===== src/rtl/cv32e40p_ex_issue_ctrl.sv =====
// EX-stage issue controller: tracks the instruction resident in EX, waits on
// the multiplier, ALU and LSU, and hands ALU-port results to WB through a
// one-deep registered writeback buffer. Also keeps a saturating count of
// cycles in which the resident instruction could not complete.
module cv32e40p_ex_issue_ctrl #(
  parameter int unsigned CNT_WIDTH = 16
) (
  input  logic                 clk,
  input  logic                 rst_n,
  input  logic                 clk_en,

  input  logic                 id_valid_i,

  input  logic                 alu_en_ex_i,
  input  logic                 mult_en_ex_i,
  input  logic                 data_req_ex_i,
  input  logic                 csr_access_ex_i,

  input  logic                 regfile_alu_we_ex_i,
  input  logic [5:0]           regfile_alu_waddr_ex_i,

  input  logic [31:0]          alu_result_i,
  input  logic [31:0]          mult_result_i,
  input  logic [31:0]          csr_rdata_i,

  input  logic                 alu_ready_i,
  input  logic                 mult_ready_i,
  input  logic                 lsu_ready_ex_i,

  input  logic                 wb_ready_i,
  input  logic                 clear_cnt_i,

  output logic                 ex_ready_o,
  output logic                 ex_valid_o,
  output logic                 mult_multicycle_o,

  output logic                 wb_valid_o,
  output logic                 wb_we_o,
  output logic [5:0]           wb_waddr_o,
  output logic [31:0]          wb_wdata_o,

  output logic [2:0]           state_o,
  output logic [CNT_WIDTH-1:0] stall_cnt_o
);

  typedef enum logic [2:0] {
    EMPTY     = 3'd0,
    EXEC      = 3'd1,
    MULT_WAIT = 3'd2,
    LSU_WAIT  = 3'd3,
    WB_WAIT   = 3'd4
  } state_e;

  state_e               state_q;
  state_e               state_d;

  logic                 wb_valid_q;
  logic [5:0]           wb_waddr_q;
  logic [31:0]          wb_wdata_q;
  logic [CNT_WIDTH-1:0] stall_cnt_q;

  logic                 active;
  logic                 mult_blocked;
  logic                 lsu_blocked;
  logic                 units_done;
  logic                 wb_slot;
  logic                 complete;
  logic                 wb_load;
  logic                 cnt_sat;
  logic [31:0]          result_sel;

  // The ALU enable does not gate completion: alu_ready_i is expected to be
  // high whenever the ALU is idle, so it is accepted but not consumed.
  logic                 unused_alu_en;
  assign unused_alu_en = alu_en_ex_i;

  assign active       = (state_q != EMPTY);
  assign mult_blocked = mult_en_ex_i & ~mult_ready_i;
  assign lsu_blocked  = data_req_ex_i & ~lsu_ready_ex_i;
  assign units_done   = ~mult_blocked & alu_ready_i & ~lsu_blocked;

  // A writing instruction needs either an empty buffer or one being drained
  // at this very edge; non-writing instructions ignore the buffer.
  assign wb_slot  = ~wb_valid_q | wb_ready_i;
  assign complete = active & units_done & (~regfile_alu_we_ex_i | wb_slot);

  assign wb_load  = complete & regfile_alu_we_ex_i;
  assign cnt_sat  = &stall_cnt_q;

  // Multiplier result outranks a CSR read, which outranks the plain ALU result.
  assign result_sel = mult_en_ex_i    ? mult_result_i :
                      csr_access_ex_i ? csr_rdata_i   :
                                        alu_result_i;

  // Next-state selection: completion first, otherwise report the first blocker.
  always_comb begin
    state_d = state_q;
    if (!active) begin
      if (id_valid_i) begin
        state_d = EXEC;
      end
    end else if (complete) begin
      state_d = id_valid_i ? EXEC : EMPTY;
    end else if (mult_blocked) begin
      state_d = MULT_WAIT;
    end else if (lsu_blocked) begin
      state_d = LSU_WAIT;
    end else if (!alu_ready_i) begin
      state_d = EXEC;
    end else begin
      state_d = WB_WAIT;
    end
  end

  // State register; a low clk_en freezes the FSM where it is.
  always_ff @(posedge clk or negedge rst_n) begin
    if (!rst_n) begin
      state_q <= EMPTY;
    end else if (clk_en) begin
      state_q <= state_d;
    end
  end

  // Writeback buffer: a new load beats a simultaneous drain so throughput stays 1/cycle.
  always_ff @(posedge clk or negedge rst_n) begin
    if (!rst_n) begin
      wb_valid_q <= 1'b0;
      wb_waddr_q <= '0;
      wb_wdata_q <= '0;
    end else if (clk_en) begin
      if (wb_load) begin
        wb_valid_q <= 1'b1;
        wb_waddr_q <= regfile_alu_waddr_ex_i;
        wb_wdata_q <= result_sel;
      end else if (wb_ready_i) begin
        wb_valid_q <= 1'b0;
      end
    end
  end

  // Stall counter: clear wins, otherwise count blocked cycles and stick at all-ones.
  always_ff @(posedge clk or negedge rst_n) begin
    if (!rst_n) begin
      stall_cnt_q <= '0;
    end else if (clk_en) begin
      if (clear_cnt_i) begin
        stall_cnt_q <= '0;
      end else if (active && !complete && !cnt_sat) begin
        stall_cnt_q <= stall_cnt_q + 1'b1;
      end
    end
  end

  assign ex_ready_o        = clk_en & (~active | complete);
  assign ex_valid_o        = clk_en & complete;
  assign mult_multicycle_o = active & mult_blocked;

  assign wb_valid_o  = clk_en & wb_valid_q;
  assign wb_we_o     = wb_valid_o;
  assign wb_waddr_o  = wb_waddr_q;
  assign wb_wdata_o  = wb_wdata_q;

  assign state_o     = state_q;
  assign stall_cnt_o = stall_cnt_q;

endmodule


===== config.mk =====
export PLATFORM = sky130hd
export DESIGN_NAME = cv32e40p_ex_issue_ctrl
export DESIGN_NICKNAME = d
export VERILOG_FILES = /design/src/rtl/cv32e40p_ex_issue_ctrl.sv
export SDC_FILE = /design/constraint.sdc
export NUM_CORES = 1
export LEC_CHECK = 0
export BUFFER_PORTS_ARGS = -buffer_cell sky130_fd_sc_hd__buf_4
export CORE_ASPECT_RATIO = 0.7
export CORE_MARGIN = 5
export CORE_UTILIZATION = 45
export DETAILED_ROUTE_END_ITERATION = 12
export GPL_TIMING_DRIVEN = 0
export PLACE_DENSITY = 0.81
export SYNTH_ARGS = -nofsm -noshare
export SYNTH_HDL_FRONTEND = slang
export SYNTH_SLANG_ARGS = --single-unit

===== constraint.sdc =====
create_clock -name clk -period 2.52 [get_ports clk]
set_input_delay 0.504 -clock clk [delete_from_list [all_inputs] [get_ports clk]]
set_output_delay 0.504 -clock clk [all_outputs]
set_load 0.01 [all_outputs]

==> key figures, run 1 <==
Worst setup path
  – WP data arrival: ~2.6 ns
  – CP Class: flip-flop to flip-flop
  – Reg-to-reg setup timing slack: 0.19 ns
  – CP endpoint kind: flip-flop
  – Setup crit start kind: flip-flop
  – CP Max Fanout: 6
  – CP required: ~2.8 ns

Synth
  – Syn Inst Count: 366
  – Ys Warns: 0
  – Largest family of logic cells by synthesized area: compound AO/OA/AOI/OAI gates
  – Number of synthesized flops with an enable pin: 0
  – Synth area leaders: dfrtp_1 (45%), mux2i_1 (9.8%), a21oi_1 (5.7%)
  – Sequential area share after synthesis: around 45%
  – Post-Synth XOR/XNOR Area: 0%
  – Post-Synth Simple-Gate Area: a little under a fifth
  – Syn Std Cell Area: 3260 µm²
  – Netlist cell types: 46
  – Main flop type after synthesis: dfrtp_1
  – Adder-Cell Fraction of Synth Area: 0.384%
  – Yosys top cell by area: dfrtp_1
  – Synth Area in Compound Gates: roughly a fifth
  – Mux cell area share after synthesis: between 10% and 20%
  – Syn_area_per_cell: 8.90 µm²
  – Syn Nets: about 480
  – Async set-reset flop share out of synthesis: 100%
  – Flops & latches, synth: 58
  – Share of the synthesized area in the top cell type: approximately 45%

Finish
  – Fin area: 4850 µm²
  – Most frequent cells in the layout: buf_4 (176), dfrtp_1 (58), nor2_1 (44)
  – Fillers: 600
  – Final Net Count: 669
  – Antenna diodes: 0
  – Layout cells sized above 1: between 30 and 40%
  – Area Overhead vs Synth: 49.1%
  – Most common cell after layout, fill and taps aside: buf_4

Placement
  – IO buf count: 175
  – Post-DP HPWL: 8960 µm
  – Placed inst area: 4690 µm²
  – RePlAce Congestion: 0.913

Route
  – DRC viols: 0
  – Pre-antenna DRT Iters: 5
  – Total detailed-routing wirelength: 11200 µm
  – Routed len/inst: 17.1 µm
  – Avg Vias per Cell: 5.40
  – Post-DRT Antenna Nets: 0
  – Total number of vias: 3534
  – 1st-iter DRT viols: 246

Run status
  – Outcome: complete, no violations

CTS
  – Clock-pin slew on the worst setup and hold paths: ~0.070 ns
  – Clk root buf: clkbuf_8
  – Num Clock Sinks: just under 60
  – Clk buf depth: 2
  – CTS Hold Buffers Added: 0
  – CTS tree: yes
  – Post-CTS setup repair buffer count: 0
  – H-tree Lvls: 3
  – Cts bufs inserted: 9
  – Clock Latency Late Sink: 0.33 ns
  – Resized cells post-CTS: 0

STA
  – Max Slew Vio Count: 0
  – Max Fclk: 430 MHz
  – Final period util: 92.3%
  – Hold WS: 0.233 ns
  – RSZ-0062 raised after global routing: false
  – Setup tns final: 0 ns
  – Final setup fails: 0
  – Worst-Margin Slew: about 1.1 ns
  – Worst Skew: 0.00916 ns
  – Final worst path period need: 2.33 ns
  – Relative slew slack: roughly a quarter
  – Final hold vios: 0

Power
  – Leak Pwr: between 2 and 2.5 nW
  – Pwr/cell area: 622 nW/µm²
  – Worst VDD drop: 0.000540 V

Die
  – Die W: around 110 µm
  – # rows: 26
  – Die area: 9060 µm²
  – Die Y: 81.2 µm
  – Core ar.: 7160 µm²
  – Starting Density: between 40% and 50%
  – I/O pin cnt: 178

Global route
  – Largest net degree at the start of global routing: 59
  – Antenna violations before repair: 0
  – Congestion Overflow GR: 0
  – Vias in the first global route: roughly 3500
  – Total global-route track usage: 24.4%
  – First-pass GRT wire length: 17600 µm

Run
  – Max Cap Violations: 0

Worst hold path
  – HP Class: primary input to async pin
-- worst paths after layout --
check | start | endpoint | cells past startpoint
max in group asynchronous | rst_n | wb_wdata_o[9] | 1
min in group clk | regfile_alu_waddr_ex_i[2] | wb_waddr_o[2] | 2
setup reg to reg | stall_cnt_o[0] | stall_cnt_o[13] | 6
setup / recovery | stall_cnt_o[0] | stall_cnt_o[13] | 6
hold reg to reg | wb_wdata_o[6] | wb_wdata_o[6] | 2
hold / removal | rst_n | wb_wdata_o[20] | 1
-- final cells by class --
class	instances	area, µm²	area share [%]
multi-input combinational	279	1680	34.5
sequential	58	1450	29.9
timing repair buffer	175	1310	27.1
clock buffer	11	131	2.71
tap	98	123	2.53
buffer	26	116	2.40
clock inverter	5	31.3	0.644
inverter	3	11.3	0.232
-- state kept, by name (all words and copies together), names as in the netlist --
register     flops
state_o          3
stall_cnt_o     16
wb_wdata_o      32
wb_valid_q       1
wb_waddr_o       6
-- kinds of logic after synthesis --
family | count (synthesis)
flip-flops | 58
multiplexers | 40
adder cells (fa/ha/maj) | 1
AND/OR/NAND/NOR | 132
AO/OA/AOI/OAI | 106
buffers and inverters | 29
-- through the flow --
step,worst slack [ns],instances,power (W),util [%]
detailed placement,0.109,639,0.00232,65.6
global placement,0.193,639,0.00228,65.6
finish,0.193,655,0.00302,67.8
floorplan,0.626,366,0.00169,-
global route,0.0105,655,0.00320,67.8
CTS,0.259,655,0.00304,67.8
-- synthesized netlist by cell type, types with 2 or more instances --
cell,number
mux2_2,8
nand3_1,10
nand3b_1,2
inv_1,3
o22a_1,2
nor2b_1,3
buf_2,5
dfrtp_1,58
a21oi_1,37
a22oi_1,2
nand2_1,43
or3_1,3
clkbuf_1,18
a31oi_1,6
nand4_1,5
o31ai_1,4
mux2i_1,32
o21ai_0,35
nand2b_1,4
o21ai_1,9
o41ai_1,2
nor3_1,6
nor4_1,3
nor2_1,44
-- critical path, stage by stage, from the launching register on --
cell and delay (ns):
dfrtp_1 0.45, ha_1 0.30, nand4_2 0.19, nor4_1 0.10, nor4_1 0.86, nand4_1 0.18, o21ai_1 0.18
-- routing by layer --
metal	global-route usage, %	vias up	part of all wire, %	wire, µm
met5	0	-	0	0
met4	8.87	0	3.0	340
met3	6.03	32	7.1	794
met2	40.7	169	47	5270
met1	31.3	1647	43	4780
li1	-	1686	-	-
-- power by group --
group          switching [W]  internal [W]
clock               0.000368      0.000353
sequential          0.000136       0.00114
combinational       0.000491      0.000533
total               0.000995       0.00202
No activity file was read; power rests on OpenSTA's default activity.
==> inputs of run 2 (changes only) <==
==> constraint.sdc (replaced) <==
create_clock -name clk -period 2.52 [get_ports clk]
set_input_delay 0.126 -clock clk [delete_from_list [all_inputs] [get_ports clk]]
set_output_delay 0.126 -clock clk [all_outputs]
set_load 0.01 [all_outputs]
==> run 2 against run 1 <==
Count of clock-buffer cells in the layout unchanged. Combinational power about the same. Flip-flop and latch count unchanged. Sequential share of layout area decreased by 0.062 points. First-iteration DRC count decreased by 8.5%. Fmax increased by 0.40%. Cell area increased by 0.21%. Critical endpoint unchanged. Die area unchanged. Register-to-register slack about the same. Total power unchanged. Clock skew about the same. Largest cell class unchanged.
==> key figures, run 2 (same netlist as run 1, synthesis figures left out) <==
Die
  – Die Y: 81.2 µm
  – Starting Density: a little under half
  – Core ar.: 7160 µm²
  – Die area: 9060 µm²
  – Die W: 112 µm
  – # rows: 26
  – I/O pin cnt: 178

Worst hold path
  – HP Class: primary input to flip-flop
  – Hold Startpoint: regfile_alu_waddr_ex_i[2]

STA
  – Max Slew Vio Count: 0
  – Worst-Margin Slew: 1.10 ns
  – Final hold vios: 0
  – Final worst path period need: 2.32 ns
  – Relative slew slack: 25.9%
  – RSZ-0062 raised after global routing: false
  – Max Fclk: roughly 430 MHz
  – Final period util: 92.0%
  – Setup tns final: 0 ns
  – Worst Skew: approximately 0.0087 ns
  – Final setup fails: 0

Route
  – DRC viols: 0
  – Post-DRT Antenna Nets: 0
  – Highest Signal Layer: met4
  – DR WL met2: 5350 µm
  – Routed wl met3: 793 µm
  – Avg Vias per Cell: 5.38
  – 1st-iter DRT viols: roughly 230
  – Pre-antenna DRT Iters: 5
  – Routed len/inst: 17.1 µm
  – WL met1: 4740 µm
  – Total detailed-routing wirelength: 11200 µm
  – Total number of vias: 3531

CTS
  – Num Clock Sinks: 58
  – Clk buf depth: 2
  – CTS tree: yes
  – Clk root buf: clkbuf_8
  – H-tree Lvls: 3
  – Cts bufs inserted: 9
  – Post-CTS setup repair buffer count: 0
  – Clock-pin slew on the worst setup and hold paths: ~0.070 ns
  – Clock Latency Late Sink: 0.33 ns

Power
  – P_int: ~0.002 W
  – Sw frac: 32.9%
  – Pwr/cell area: 621 nW/µm²
  – Clock share of power: 23.8%
  – NetSw: 0.000994 W
  – Seq pwr share: 42.2%
  – Worst VDD drop: 0.000540 V
  – Leak Pwr: 2.40 nW
  – Total power: 0.00302 W
  – Comb power frac: about a third

Placement
  – RePlAce Congestion: 0.913
  – Post-DP HPWL: 8960 µm
  – IO buf count: 175
  – Post-Place Cells: 639

Global route
  – First-pass GRT wire length: 17700 µm
  – Largest net degree at the start of global routing: 59
  – Antenna violations before repair: 0
  – Congestion Overflow GR: 0
  – Total global-route track usage: 24.5%
  – Vias in the first global route: around 3500

Finish
  – Area Overhead vs Synth: 49.4%
  – Max FFs per register: 32
  – Non-filler cells, final: 656
  – Antenna diodes: 0
  – Most frequent cells in the layout: buf_4 (176), dfrtp_1 (58), nor2_1 (44)
  – Final Net Count: 670
  – Layout cells sized above 1: approximately two fifths
  – Fillers: 599
  – Most common cell after layout, fill and taps aside: buf_4

Worst setup path
  – CP Class: flip-flop to flip-flop
  – CP Max Fanout: 6
  – Critical path origin: stall_cnt_o[0]
  – Most used cell, CP: nor4_1
  – Worst Path Buf+Inv: 0
  – WP data arrival: roughly 2.6 ns
  – Crit-path leading delay family: simple AND/OR/NAND/NOR gates
  – CP endpoint kind: flip-flop
  – Max stage delay on crit path: 0.84 ns
  – Worst path slowest cell: nor4_1
  – CP required: 2.77 ns
  – Reg2Reg Launch Point: stall_cnt_o[0]
  – Cells along the critical path: ha_1 -> nand4_2 -> nor4_1 -> nor4_1 -> nand4_1 -> o21ai_1
  – Setup crit start kind: flip-flop

Run
  – Max Cap Violations: 0

Run status
  – Outcome: complete, no violations
run 2: cell count changes in the layout (fill, tap and decap cells not counted), sizes merged:
cell         previous run  this run
dlygate4sd3             0         1
run 2: final timing paths:
path,to,slack [ns],cells after the start
min reg2reg,wb_wdata_o[6],0.48,2
max in group asynchronous,stall_cnt_o[10],1.60,2
min,wb_waddr_o[2],0.03,2
max reg2reg,stall_cnt_o[13],0.20,6
max,stall_cnt_o[13],0.20,6
min in group asynchronous,wb_wdata_o[20],0.42,2
run 2: timing repair:
item                      4_1_cts  5_1_grt
hold endpoints to repair       58        0
hold buffers                    1        0
gates resized for setup         0        0
run 2: layer usage:
metal	vias up	track usage (%)
met3	32	5.96
met2	168	40.8
li1	1688	-
met4	0	8.87
met1	1643	31.5
met5	-	0
run 2: power groups by stage:
stage | sequential, W | clock (W) | combinational (W)
6_report | 0.00128 | 0.000718 | 0.00103
5_1_grt | 0.00130 | 0.000779 | 0.00112
4_1_cts | 0.00128 | 0.000727 | 0.00103
3_5_place_dp | 0.00129 | 0 | 0.00103
3_3_place_gp | 0.00128 | 0 | 0.00100
2_1_floorplan | 0.00137 | 0 | 0.000316
run 2: worst reg2reg max path, delay by kind of cell (launching register included):
kind,cells,cell delay (ns)
AOI/OAI and AO/OA,1,0.18
DFF,1,0.46
and+or+nand+nor,4,1.30
adders and majority gates,1,0.30
run 2: metrics by stage:
stage                     util, %  worst slack [ns]  hold WS, ns  cell area [µm²]
final                        68.0             0.202       0.0278             4860
after global routing         68.0            0.0105       0.0119             4860
after CTS                    68.0             0.259       0.0223             4860
after detailed placement     65.6             0.279        0.234             4690
after global placement       65.6             0.376        0.235             4690
after floorplan                 -             0.626       -0.170             3260
run 2: final cells by class:
class,instances,area (µm²),area share [%]
multi-input cells,279,1680,34.5
inverters,3,11.3,0.231
flip-flops and latches,58,1450,29.8
repair buffers,176,1320,27.2
plain buffers,26,116,2.39
clock inverters,5,31.3,0.643
clock buffers,11,131,2.70
well taps,98,123,2.52
